==> config.mk <==
export PLATFORM = sky130hd
export DESIGN_NAME = ascii_uart_tx
export DESIGN_NICKNAME = d
export VERILOG_FILES = /design/src/rtl/ascii_uart_tx.sv
export SDC_FILE = /design/constraint.sdc
export NUM_CORES = 1
export LEC_CHECK = 0
export CAP_MARGIN = 20
export CELL_PAD_IN_SITES_DETAIL_PLACEMENT = 2
export CELL_PAD_IN_SITES_GLOBAL_PLACEMENT = 2
export CORE_MARGIN = 2
export CORE_UTILIZATION = 40
export CTS_CLUSTER_DIAMETER = 150
export CTS_CLUSTER_SIZE = 12
export DETAILED_ROUTE_END_ITERATION = 16
export MAX_ROUTING_LAYER = met4
export PLACE_DENSITY = 0.74
export SLEW_MARGIN = 15
export SYNTH_ARGS = -nofsm -noshare
export SYNTH_HDL_FRONTEND = slang
export SYNTH_SLANG_ARGS = --single-unit
==> constraint.sdc <==
create_clock -name clk -period 3.38 [get_ports clk]
set_input_delay 0.676 -clock clk [delete_from_list [all_inputs] [get_ports clk]]
set_output_delay 0.676 -clock clk [all_outputs]
set_load 0.01 [all_outputs]
==> src/rtl/ascii_uart_tx.sv <==
// ascii_uart_tx: FIFO-buffered 8N1 UART transmitter for an ASCII character stream.
// Bytes are queued in a small FIFO and serialised LSB first. Each bit lasts
// baud_div+1 clocks, with the divider captured at the start of every frame.
// Optional build macro: PARITY_EN adds an even-parity bit, giving 8E1 (11-bit frames).
module ascii_uart_tx #(
    parameter int DIV_W      = 12,
    parameter int FIFO_DEPTH = 4
) (
    input  logic                          clk,
    input  logic                          rst_n,
    input  logic                          ena,
    input  logic [7:0]                    char_in,
    input  logic                          char_valid,
    output logic                          char_ready,
    input  logic [DIV_W-1:0]              baud_div,
    output logic                          tx,
    output logic                          busy,
    output logic [$clog2(FIFO_DEPTH):0]   fifo_level
);

    localparam int          AW       = $clog2(FIFO_DEPTH);
    localparam logic [AW:0] FULL_LVL = FIFO_DEPTH[AW:0];

    typedef enum logic [2:0] {
        S_IDLE   = 3'd0,
        S_START  = 3'd1,
        S_DATA   = 3'd2,
`ifdef PARITY_EN
        S_PARITY = 3'd3,
`endif
        S_STOP   = 3'd4
    } state_t;

    // FIFO storage and bookkeeping
    logic [7:0]       mem_q [FIFO_DEPTH];
    logic [AW-1:0]    wr_ptr_q, wr_ptr_d;
    logic [AW-1:0]    rd_ptr_q, rd_ptr_d;
    logic [AW:0]      level_q, level_d;

    // Transmit engine
    state_t           state_q, state_d;
    logic             tx_q, tx_d;
    logic [7:0]       shift_q, shift_d;
    logic [2:0]       bit_idx_q, bit_idx_d;
    logic [DIV_W-1:0] cnt_q, cnt_d;
    logic [DIV_W-1:0] div_q, div_d;
`ifdef PARITY_EN
    logic             par_q, par_d;
`endif

    logic             push;
    logic             pop;
    logic             can_start;
    logic             bit_end;
    logic [7:0]       head;

    assign char_ready = (level_q != FULL_LVL);
    assign push       = char_valid && char_ready;
    assign can_start  = ena && (level_q != '0);
    assign bit_end    = (cnt_q == div_q);
    assign head       = mem_q[rd_ptr_q];

    assign tx         = tx_q;
    assign busy       = (level_q != '0) || (state_q != S_IDLE);
    assign fifo_level = level_q;

    // FIFO pointer and occupancy next-state; push and pop together keep the level
    always_comb begin
        wr_ptr_d = wr_ptr_q;
        rd_ptr_d = rd_ptr_q;
        level_d  = level_q;
        if (push) begin
            wr_ptr_d = wr_ptr_q + AW'(1);
        end
        if (pop) begin
            rd_ptr_d = rd_ptr_q + AW'(1);
        end
        case ({push, pop})
            2'b10:   level_d = level_q + (AW+1)'(1);
            2'b01:   level_d = level_q - (AW+1)'(1);
            default: level_d = level_q;
        endcase
    end

    // FIFO data array; contents are don't-care while the level says empty
    always_ff @(posedge clk) begin
        if (push) begin
            mem_q[wr_ptr_q] <= char_in;
        end
    end

    // Frame sequencer next-state; tx is computed one edge ahead so it is a clean flop output
    always_comb begin
        state_d   = state_q;
        tx_d      = tx_q;
        shift_d   = shift_q;
        bit_idx_d = bit_idx_q;
        cnt_d     = cnt_q;
        div_d     = div_q;
`ifdef PARITY_EN
        par_d     = par_q;
`endif
        pop       = 1'b0;

        case (state_q)
            S_IDLE: begin
                tx_d = 1'b1;
                if (can_start) begin
                    pop = 1'b1;
                end
            end
            S_START: begin
                if (bit_end) begin
                    state_d = S_DATA;
                    tx_d    = shift_q[0];
                    cnt_d   = '0;
                end else begin
                    cnt_d = cnt_q + DIV_W'(1);
                end
            end
            S_DATA: begin
                if (bit_end) begin
                    cnt_d   = '0;
                    shift_d = shift_q >> 1;
                    if (bit_idx_q == 3'd7) begin
                        bit_idx_d = '0;
`ifdef PARITY_EN
                        state_d   = S_PARITY;
                        tx_d      = par_q;
`else
                        state_d   = S_STOP;
                        tx_d      = 1'b1;
`endif
                    end else begin
                        bit_idx_d = bit_idx_q + 3'd1;
                        tx_d      = shift_q[1];
                    end
                end else begin
                    cnt_d = cnt_q + DIV_W'(1);
                end
            end
`ifdef PARITY_EN
            S_PARITY: begin
                if (bit_end) begin
                    state_d = S_STOP;
                    tx_d    = 1'b1;
                    cnt_d   = '0;
                end else begin
                    cnt_d = cnt_q + DIV_W'(1);
                end
            end
`endif
            S_STOP: begin
                if (bit_end) begin
                    cnt_d = '0;
                    if (can_start) begin
                        pop = 1'b1;
                    end else begin
                        state_d = S_IDLE;
                        tx_d    = 1'b1;
                    end
                end else begin
                    cnt_d = cnt_q + DIV_W'(1);
                end
            end
            default: begin
                state_d = S_IDLE;
                tx_d    = 1'b1;
            end
        endcase

        // A pop always starts a new frame: load the byte and freeze the divider
        if (pop) begin
            state_d   = S_START;
            tx_d      = 1'b0;
            shift_d   = head;
            div_d     = baud_div;
            cnt_d     = '0;
            bit_idx_d = '0;
`ifdef PARITY_EN
            par_d     = ^head;
`endif
        end
    end

    // State registers for FIFO bookkeeping and the frame sequencer
    always_ff @(posedge clk or negedge rst_n) begin
        if (!rst_n) begin
            wr_ptr_q  <= '0;
            rd_ptr_q  <= '0;
            level_q   <= '0;
            state_q   <= S_IDLE;
            tx_q      <= 1'b1;
            shift_q   <= '0;
            bit_idx_q <= '0;
            cnt_q     <= '0;
            div_q     <= '0;
`ifdef PARITY_EN
            par_q     <= 1'b0;
`endif
        end else begin
            wr_ptr_q  <= wr_ptr_d;
            rd_ptr_q  <= rd_ptr_d;
            level_q   <= level_d;
            state_q   <= state_d;
            tx_q      <= tx_d;
            shift_q   <= shift_d;
            bit_idx_q <= bit_idx_d;
            cnt_q     <= cnt_d;
            div_q     <= div_d;
`ifdef PARITY_EN
            par_q     <= par_d;
`endif
        end
    end

endmodule

## After elaboration in Yosys (flattened, before gate mapping)

Memories as Yosys holds them, arrays and structs flattened.
Index checks and enable logic that the tools add are counted.

- Bits in registers: 46
- RAM bits: 32
- Input port bits: 24
- Logic and storage cells: 74
- Memories: 1

Memories:

| memory | words | bits a word | read ports | clocked after memory_dff | wr ports | line | text |
|---|---|---|---|---|---|---|---|
| mem_q | 4 | 8 | 1 | 0 | 1 | 35 | `logic [7:0] mem_q [FIFO_DEPTH];` |

- $add $sub $neg: 6
- Eq/ne operators: 14
- Muxes and demuxes: 30
- Reduce and logical (&&, ||, !) cells: 14

Operators with widths:

| operator | number |
|---|---|
| 2-to-1 mux 12 bit | 3 |
| 2-to-1 mux 3 bit | 10 |
| 2-to-1 mux 8 bit | 3 |
| inequality test 3 bit (second input constant) | 6 |
| adder 12 x 1 -> 12 bit (second input constant) | 1 |
| == test 12 bit | 1 |
| one-hot mux 3 bit (4 select lines) | 1 |
| 2-to-1 mux 1 bit | 10 |
| nonzero test 2 bit | 4 |
| adder 3 x 1 -> 3 bit (second input constant) | 2 |
| == test 3 bit (second input constant) | 2 |
| one-hot mux 3 bit (2 select lines) | 1 |
| AND reduction 6 bit | 1 |
| nonzero test 3 bit | 2 |
| adder 2 x 1 -> 2 bit (second input constant) | 2 |
| AND reduction 4 bit | 1 |
| == test 3 x 1 -> 1 bit (second input constant) | 1 |
| == test 3 x 2 -> 1 bit (second input constant) | 1 |
| logical NOT 3 bit | 1 |
| one-hot mux 1 bit (3 select lines) | 1 |
| OR reduction 3 bit | 1 |
| subtractor 3 x 1 -> 3 bit (second input constant) | 1 |
| == test 2 x 1 -> 1 bit (second input constant) | 1 |
| == test 2 bit (second input constant) | 1 |
| other kinds (5) | 6 |

## Longest topological paths before layout

Gate-level depths: netlist of the first run.

- Word-level depth: 7
- Depth in mapped cells: 13

## Least setup slack after synthesis of the first run

OpenSTA, ideal clock, no wires.

- Path kind: register to register
- Start: register cnt_q[9]
- End: register level_q[2] (netlist: fifo_level[2])
- Library setup time: 0.079 ns
- Arrival: 2.628 ns
- Slack: 0.672 ns
- Cell stages (with the launch flop): 14
- Buffers on the path: 2
- Period minus slack after synthesis: 2.708 ns
- Cell sequence: dfrtp_1 buf_6 xor2_2 nor4_2 a31o_2 nand2_4 clkinv_2 buf_6 ha_1 inv_1 fa_1 xor2_1 nor2_1 xor2_1

- Cells in the longest elaborated chain, start to end: 5

RTL lines:

| what | line | text |
|---|---|---|
| from (decl) | 45 | `logic [DIV_W-1:0] cnt_q, cnt_d;` |
| from (signal assigned) | 209 | `cnt_q <= cnt_d;` |
| == test 12 bit * | 60 | `assign bit_end = (cnt_q == div_q);` |
| 2-to-1 mux 1 bit * | 154 | `if (bit_end) begin` |
| one-hot mux 1 bit (2 select lines) * | 105 | `case (state_q)` |
| == test 2 x 1 -> 1 bit / == test 2 bit (equally long branches) | 78 | `case ({push, pop})` |
| one-hot mux 3 bit (2 select lines) / nonzero test 2 bit (equally long branches) | n/a |  |
| to (signal assigned) | 204 | `level_q <= level_d;` |
| to (decl) | 38 | `logic [AW:0] level_q, level_d;` |

Every way passes the cells marked *; elsewhere a longest branch is shown, timed or not.
A chain may end at the register's enable or synchronous reset.

## Worst setup path in the final report of the first run

- Start: register cnt_q[8]
- End: register level_q[2] (netlist: fifo_level[2])

Same word-level chain as after synthesis.

==> results of run 1 <==
sequential cells by signal, summed over array words and instances (netlist names):
| signal | flops |
|---|---|
| div_q | 12 |
| rd_ptr_q | 2 |
| fifo_level | 3 |
| shift_q | 8 |
| cnt_q | 12 |
| mem_q | 32 |
| wr_ptr_q | 2 |
| bit_idx_q | 3 |
| state_q | 3 |
| tx | 1 |
worst max-delay path, stage by stage (launching register included):
cell and delay, ns:
dfrtp_1 0.45, xor2_1 0.18, nor4_2 0.56, a31o_2 0.33, nand2_4 0.14, clkinv_2 0.08, ha_1 0.17, inv_1 0.07
fa_1 0.38, xor2_1 0.16, nor2_1 0.13, xor2_1 0.16
metrics by stage:
stage	total power, mW	utilization [%]	area, µm²	std cells	hold WS (ns)
after floorplan	2.34	-	3680	277	0.380
after global routing	3.70	47.0	4290	426	0.367
after detailed placement	2.76	44.8	4080	410	0.476
after global placement	2.67	44.8	4080	410	0.477
final	3.45	47.0	4290	426	0.330
after CTS	3.52	47.0	4280	426	0.490
Yosys cell counts, drive strengths merged (6+ instances only):
| cell | count |
|---|---|
| mux2 | 24 |
| ha | 8 |
| xor2 | 14 |
| nor2 | 9 |
| inv | 19 |
| dfrtp | 45 |
| mux4 | 8 |
| clkbuf | 8 |
| edfxtp | 32 |
| nand2 | 15 |
| o22ai | 6 |
| nand3 | 13 |
| a31oi | 9 |
how the worst max path moves through the flow:
| stage | startpoint | slack [ns] | cells past startpoint | end |
|---|---|---|---|---|
| 2_1_floorplan | cnt_q[9] | 0.67 | 13 | fifo_level[2] |
| 3_3_place_gp | ena | 0.54 | 12 | fifo_level[2] |
| 3_5_place_dp | ena | 0.39 | 12 | fifo_level[2] |
| 4_1_cts | cnt_q[9] | 0.45 | 11 | fifo_level[2] |
| 5_1_grt | cnt_q[8] | 0.24 | 11 | fifo_level[2] |
| 6_report | cnt_q[8] | 0.49 | 11 | fifo_level[2] |
logic make-up (layout without fill, tap and decap cells):
logic type,Yosys count,count (layout),synth area share [%]
AOI/OAI and AO/OA,38,38,7.10
xor gates and xnor gates,18,18,4.48
adders and majority gates,9,9,3.26
buffers and inverters,32,70,3.90
DFF,78,78,57.4
muxes,35,35,13.7
and+or+nand+nor,67,67,10.3
routing by layer:
layer  vias to the layer above  track usage [%]
met5                         -                -
met4                         0             4.43
met3                         7             4.04
met2                        24             32.2
met1                      1181             22.9
li1                       1085                -
cell type report:
cell class	count	area share (%)
Sequential cell	78	49.3
Clock buffer	9	2.89
Inverter	20	1.78
Tap cell	111	3.24
Timing Repair Buffer	34	7.59
Multi-Input combinational cell	167	33.3
Clock inverter	7	1.87
placed cells by master (no fill, tap or decap), types with 8 or more instances in the layout:
master / count
clkbuf_8: 9
edfxtp_1: 32
ha_1: 8
nor2_1: 9
xor2_1: 13
nand3_1: 13
clkdlybuf4s50_1: 28
mux4_2: 8
mux2_2: 18
a31oi_1: 9
nand2_1: 14
dfrtp_1: 45
inv_1: 19
power breakdown:
| group | total (mW) | switching [mW] | internal (mW) | leakage, nW |
|---|---|---|---|---|
| clock | 0.739 | 0.387 | 0.353 | 0.0987 |
| combinational | 1.12 | 0.542 | 0.581 | 0.791 |
| sequential | 1.59 | 0.289 | 1.30 | 0.860 |
==> reports/qor.yml, run 1 <==
multi_input_area_um2: 1430
outcome: "finished clean"
yosysWarningCount: 0
syn_nets: 310
yosysTopAreaCell: "dfrtp_1"
grt_pass1_wl_um: 13800
finalNetCount: 343
clkTransAtPathRegs_ns: 0.09
netlist.area_leader.share_pct: 30.6
start_util_pct: 40.5
crit_fanout: 9
cp_data_required_time_ns: 3.66
synth_edf_count: 32
pre_cts_ws_ns: 0.386
numCtsBuffers: 9
cts.htree.levels: 3
cts_tree: "built"
grt_pass1_vias: 2557
drt_iter0_drc: 66
drc_errors: 0
grt_max_degree: 47
cts_resized: 0
finalMaxSlewViolations: 0
setup_tns_ns: 0
syn_area_per_cell_um2: 13.3
synthCells: 277
timing.rr.end: "fifo_level[2]"
synth_cell_types: 48
nFillCells: 869
hold_buffers: 0
wl_per_cell_um: 19.5
netlist_area_um2: 3680
route.met3.wl_um: 201
hold_viol_final: 0
rows: 35
hp-class: "in -> async"
die_h_um: 100
via_per_inst: 5.39
drive_gt1_share_pct: 20.6
drt_first_pass_iters: 4
area_delta_synth_final_pct: 16.3
ir_drop_v: 0.000470
fmax_mhz: 346
die_area_um2: 10000
regArea_um2: 2110
setup_ws_ns: 0.493
drt_wl_total_um: 8310
synthArstFlopShare_pct: 59.0
drv_cap: 0
synth_area_leaders: "dfrtp_1 31%, edfxtp_1 26%, mux2_2 5.5%"
critPathKind: "reg -> reg"
worstRegToRegCells: 11
place_hpwl_um: 5940
diodes: 0
period_share_pct: 85.4
m1WireLength_um: 3650
slew_headroom_pct: 47.0
synth_flop_cell: "dfrtp_1"
clock_sinks: 78
top_layer: "met4"
yosysSeqAreaShare_pct: 57.4
core-area_um2: 9110
clockRootBuffer: "clkbuf_8"
start_kind: "flop"
wl_met2_um: 4390
crit_arrival_ns: 3.17
grt_use_total_pct: 18.8
reg2reg_slack_ns: 0.49
ant_nets: 0
die_width_um: 100
r2r_start: "cnt_q[8]"
clk_latency_ns: 0.36
vias: 2297
antenna_found_initial: 0
p_leak_nw: 1.75
cts.path.max_buffers: 2
rsz0062_at_grt: "no"
finalSetupViolCount: 0
worst_slew_pin_slew_ns: 0.788
gp_congestion: 0.755
postCtsSetupBuffers: 0
skew_ns: 0.0104
portBuffers: 29
p_per_area_nw_per_um2: 806
overflow: 0
critPathCaptureType: "flop"
fin_crit_ns: 2.89
ys_ff_latch: 78
io_pins: 30
No activity file was read; power rests on OpenSTA's default activity.
==> run 2: changes to the inputs <==
CORE_UTILIZATION = 35   (was 40)
PLACE_DENSITY = 0.66   (was 0.74)
SLEW_MARGIN = 20   (was 15)
==> reports/qor.yml, run 2 (synthesized netlist as in run 1, its figures left out) <==
setup_tns_ns: 0
drt_wl_total_um: 8190
fmax_mhz: 359
die_h_um: 107
area_delta_synth_final_pct: 17.1
reg_top3: "mem_q (32), cnt_q (12), div_q (12)"
clkTransAtPathRegs_ns: 0.09
p_leak_nw: 1.75
p_per_area_nw_per_um2: 794
portBuffers: 29
grt_use_total_pct: 16.7
finalSetupViolCount: 0
core-area_um2: 10300
crit_fanout: 9
wl_met2_um: 4140
m1WireLength_um: 3630
cts.path.max_buffers: 2
grt_max_degree: 31
cts_tree: "built"
pre_cts_ws_ns: 0.467
die_width_um: 107
grt_pass1_wl_um: 13900
clock_sinks: 78
largest-register: "mem_q"
layout.cells.most_common: "dfrtp_1"
die_area_um2: 11400
top_layer: "met4"
fin_crit_ns: 2.79
antenna_found_initial: 0
rows: 37
clockRootBuffer: "clkbuf_8"
largest_reg_flops: 32
finalNetCount: 343
ir_drop_v: 0.000407
crit_arrival_ns: 3.08
period_share_pct: 82.4
finalMaxSlewViolations: 0
skew_ns: 0.0101
vias: 2300
grt_pass1_vias: 2603
critPathCaptureType: "flop"
layout_common_cells: "45 x dfrtp_1, 32 x edfxtp_1, 28 x clkdlybuf4s50_1"
drive_gt1_share_pct: 20.6
setup_ws_ns: 0.594
worst_slew_pin_slew_ns: 0.748
drv_cap: 0
outcome: "finished clean"
critPathKind: "reg -> reg"
overflow: 0
cts_resized: 0
start_util_pct: 35.9
diodes: 0
cp_data_required_time_ns: 3.68
via_per_inst: 5.10
postCtsSetupBuffers: 0
hp-class: "in -> async"
gp_congestion: 0.771
rsz0062_at_grt: "no"
hold_buffers: 0
hold_viol_final: 0
wl_per_cell_um: 18.1
place_hpwl_um: 5860
slew_headroom_pct: 49.7
cts.htree.levels: 3
drt_first_pass_iters: 4
clk_latency_ns: 0.37
io_pins: 30
start_kind: "flop"
route.met3.wl_um: 246
drt_iter0_drc: 38
numCtsBuffers: 9
ant_nets: 0
drc_errors: 0
## run 2: cell count changes in the layout (fill, tap and decap cells not counted)
cell and delta:
buf_2 +1, buf_4 -1, clkinv_2 +1, clkinv_4 +1, clkinvlp_2 -1, inv_6 -1
## run 2: critical path: stages (launching register included)
cell      delay, ns
dfrtp_1        0.45
xor2_1         0.18
nor4_2         0.53
a31o_2         0.33
nand2_4        0.13
clkinv_2       0.08
ha_1           0.17
inv_1          0.06
fa_1           0.37
xor2_1         0.15
nor2_1         0.11
xor2_1         0.15
## run 2: path summary, 6_finish.rpt
path	depth (start not counted)	from	to	slack (ns)
setup / recovery	11	cnt_q[8]	fifo_level[2]	0.59
hold / removal	1	rst_n	fifo_level[2]	0.36
setup reg to reg	11	cnt_q[8]	fifo_level[2]	0.59
hold reg to reg	2	tx	tx	0.50
max in group asynchronous	2	rst_n	div_q[10]	2.29
min in group clk	2	tx	tx	0.50
## run 2: cell type report
class | instances | area (µm²)
Clock buffer | 9 | 124
Clock inverter | 7 | 80.1
Fill cell | 1038 | 5960
Inverter | 20 | 76.3
Multi-Input combinational cell | 167 | 1430
Sequential cell | 78 | 2110
Tap cell | 136 | 170
Timing Repair Buffer | 34 | 323
## run 2: through the flow
stage          cell area, µm²  power (mW)  hold slack (ns)  instances  util, %
2_1_floorplan            3680        2.34            0.380        277        -
3_3_place_gp             4110        2.68            0.474        435     40.0
3_5_place_dp             4110        2.75            0.484        435     40.0
4_1_cts                  4310        3.49            0.379        451     42.0
5_1_grt                  4310        3.67            0.408        451     42.0
6_report                 4310        3.43            0.362        451     42.0
## run 2: per-layer routing
| layer | global-route usage, % | vias up |
|---|---|---|
| li1 | - | 1083 |
| met1 | 19.6 | 1172 |
| met2 | 27.8 | 30 |
| met3 | 3.77 | 15 |
| met4 | 6.96 | 0 |
| met5 | - | - |
## run 2: power by group
group | internal, mW | switching (mW) | total, mW | leakage [nW]
sequential | 1.30 | 0.287 | 1.59 | 0.860
clock | 0.351 | 0.380 | 0.731 | 0.102
combinational | 0.579 | 0.527 | 1.11 | 0.790
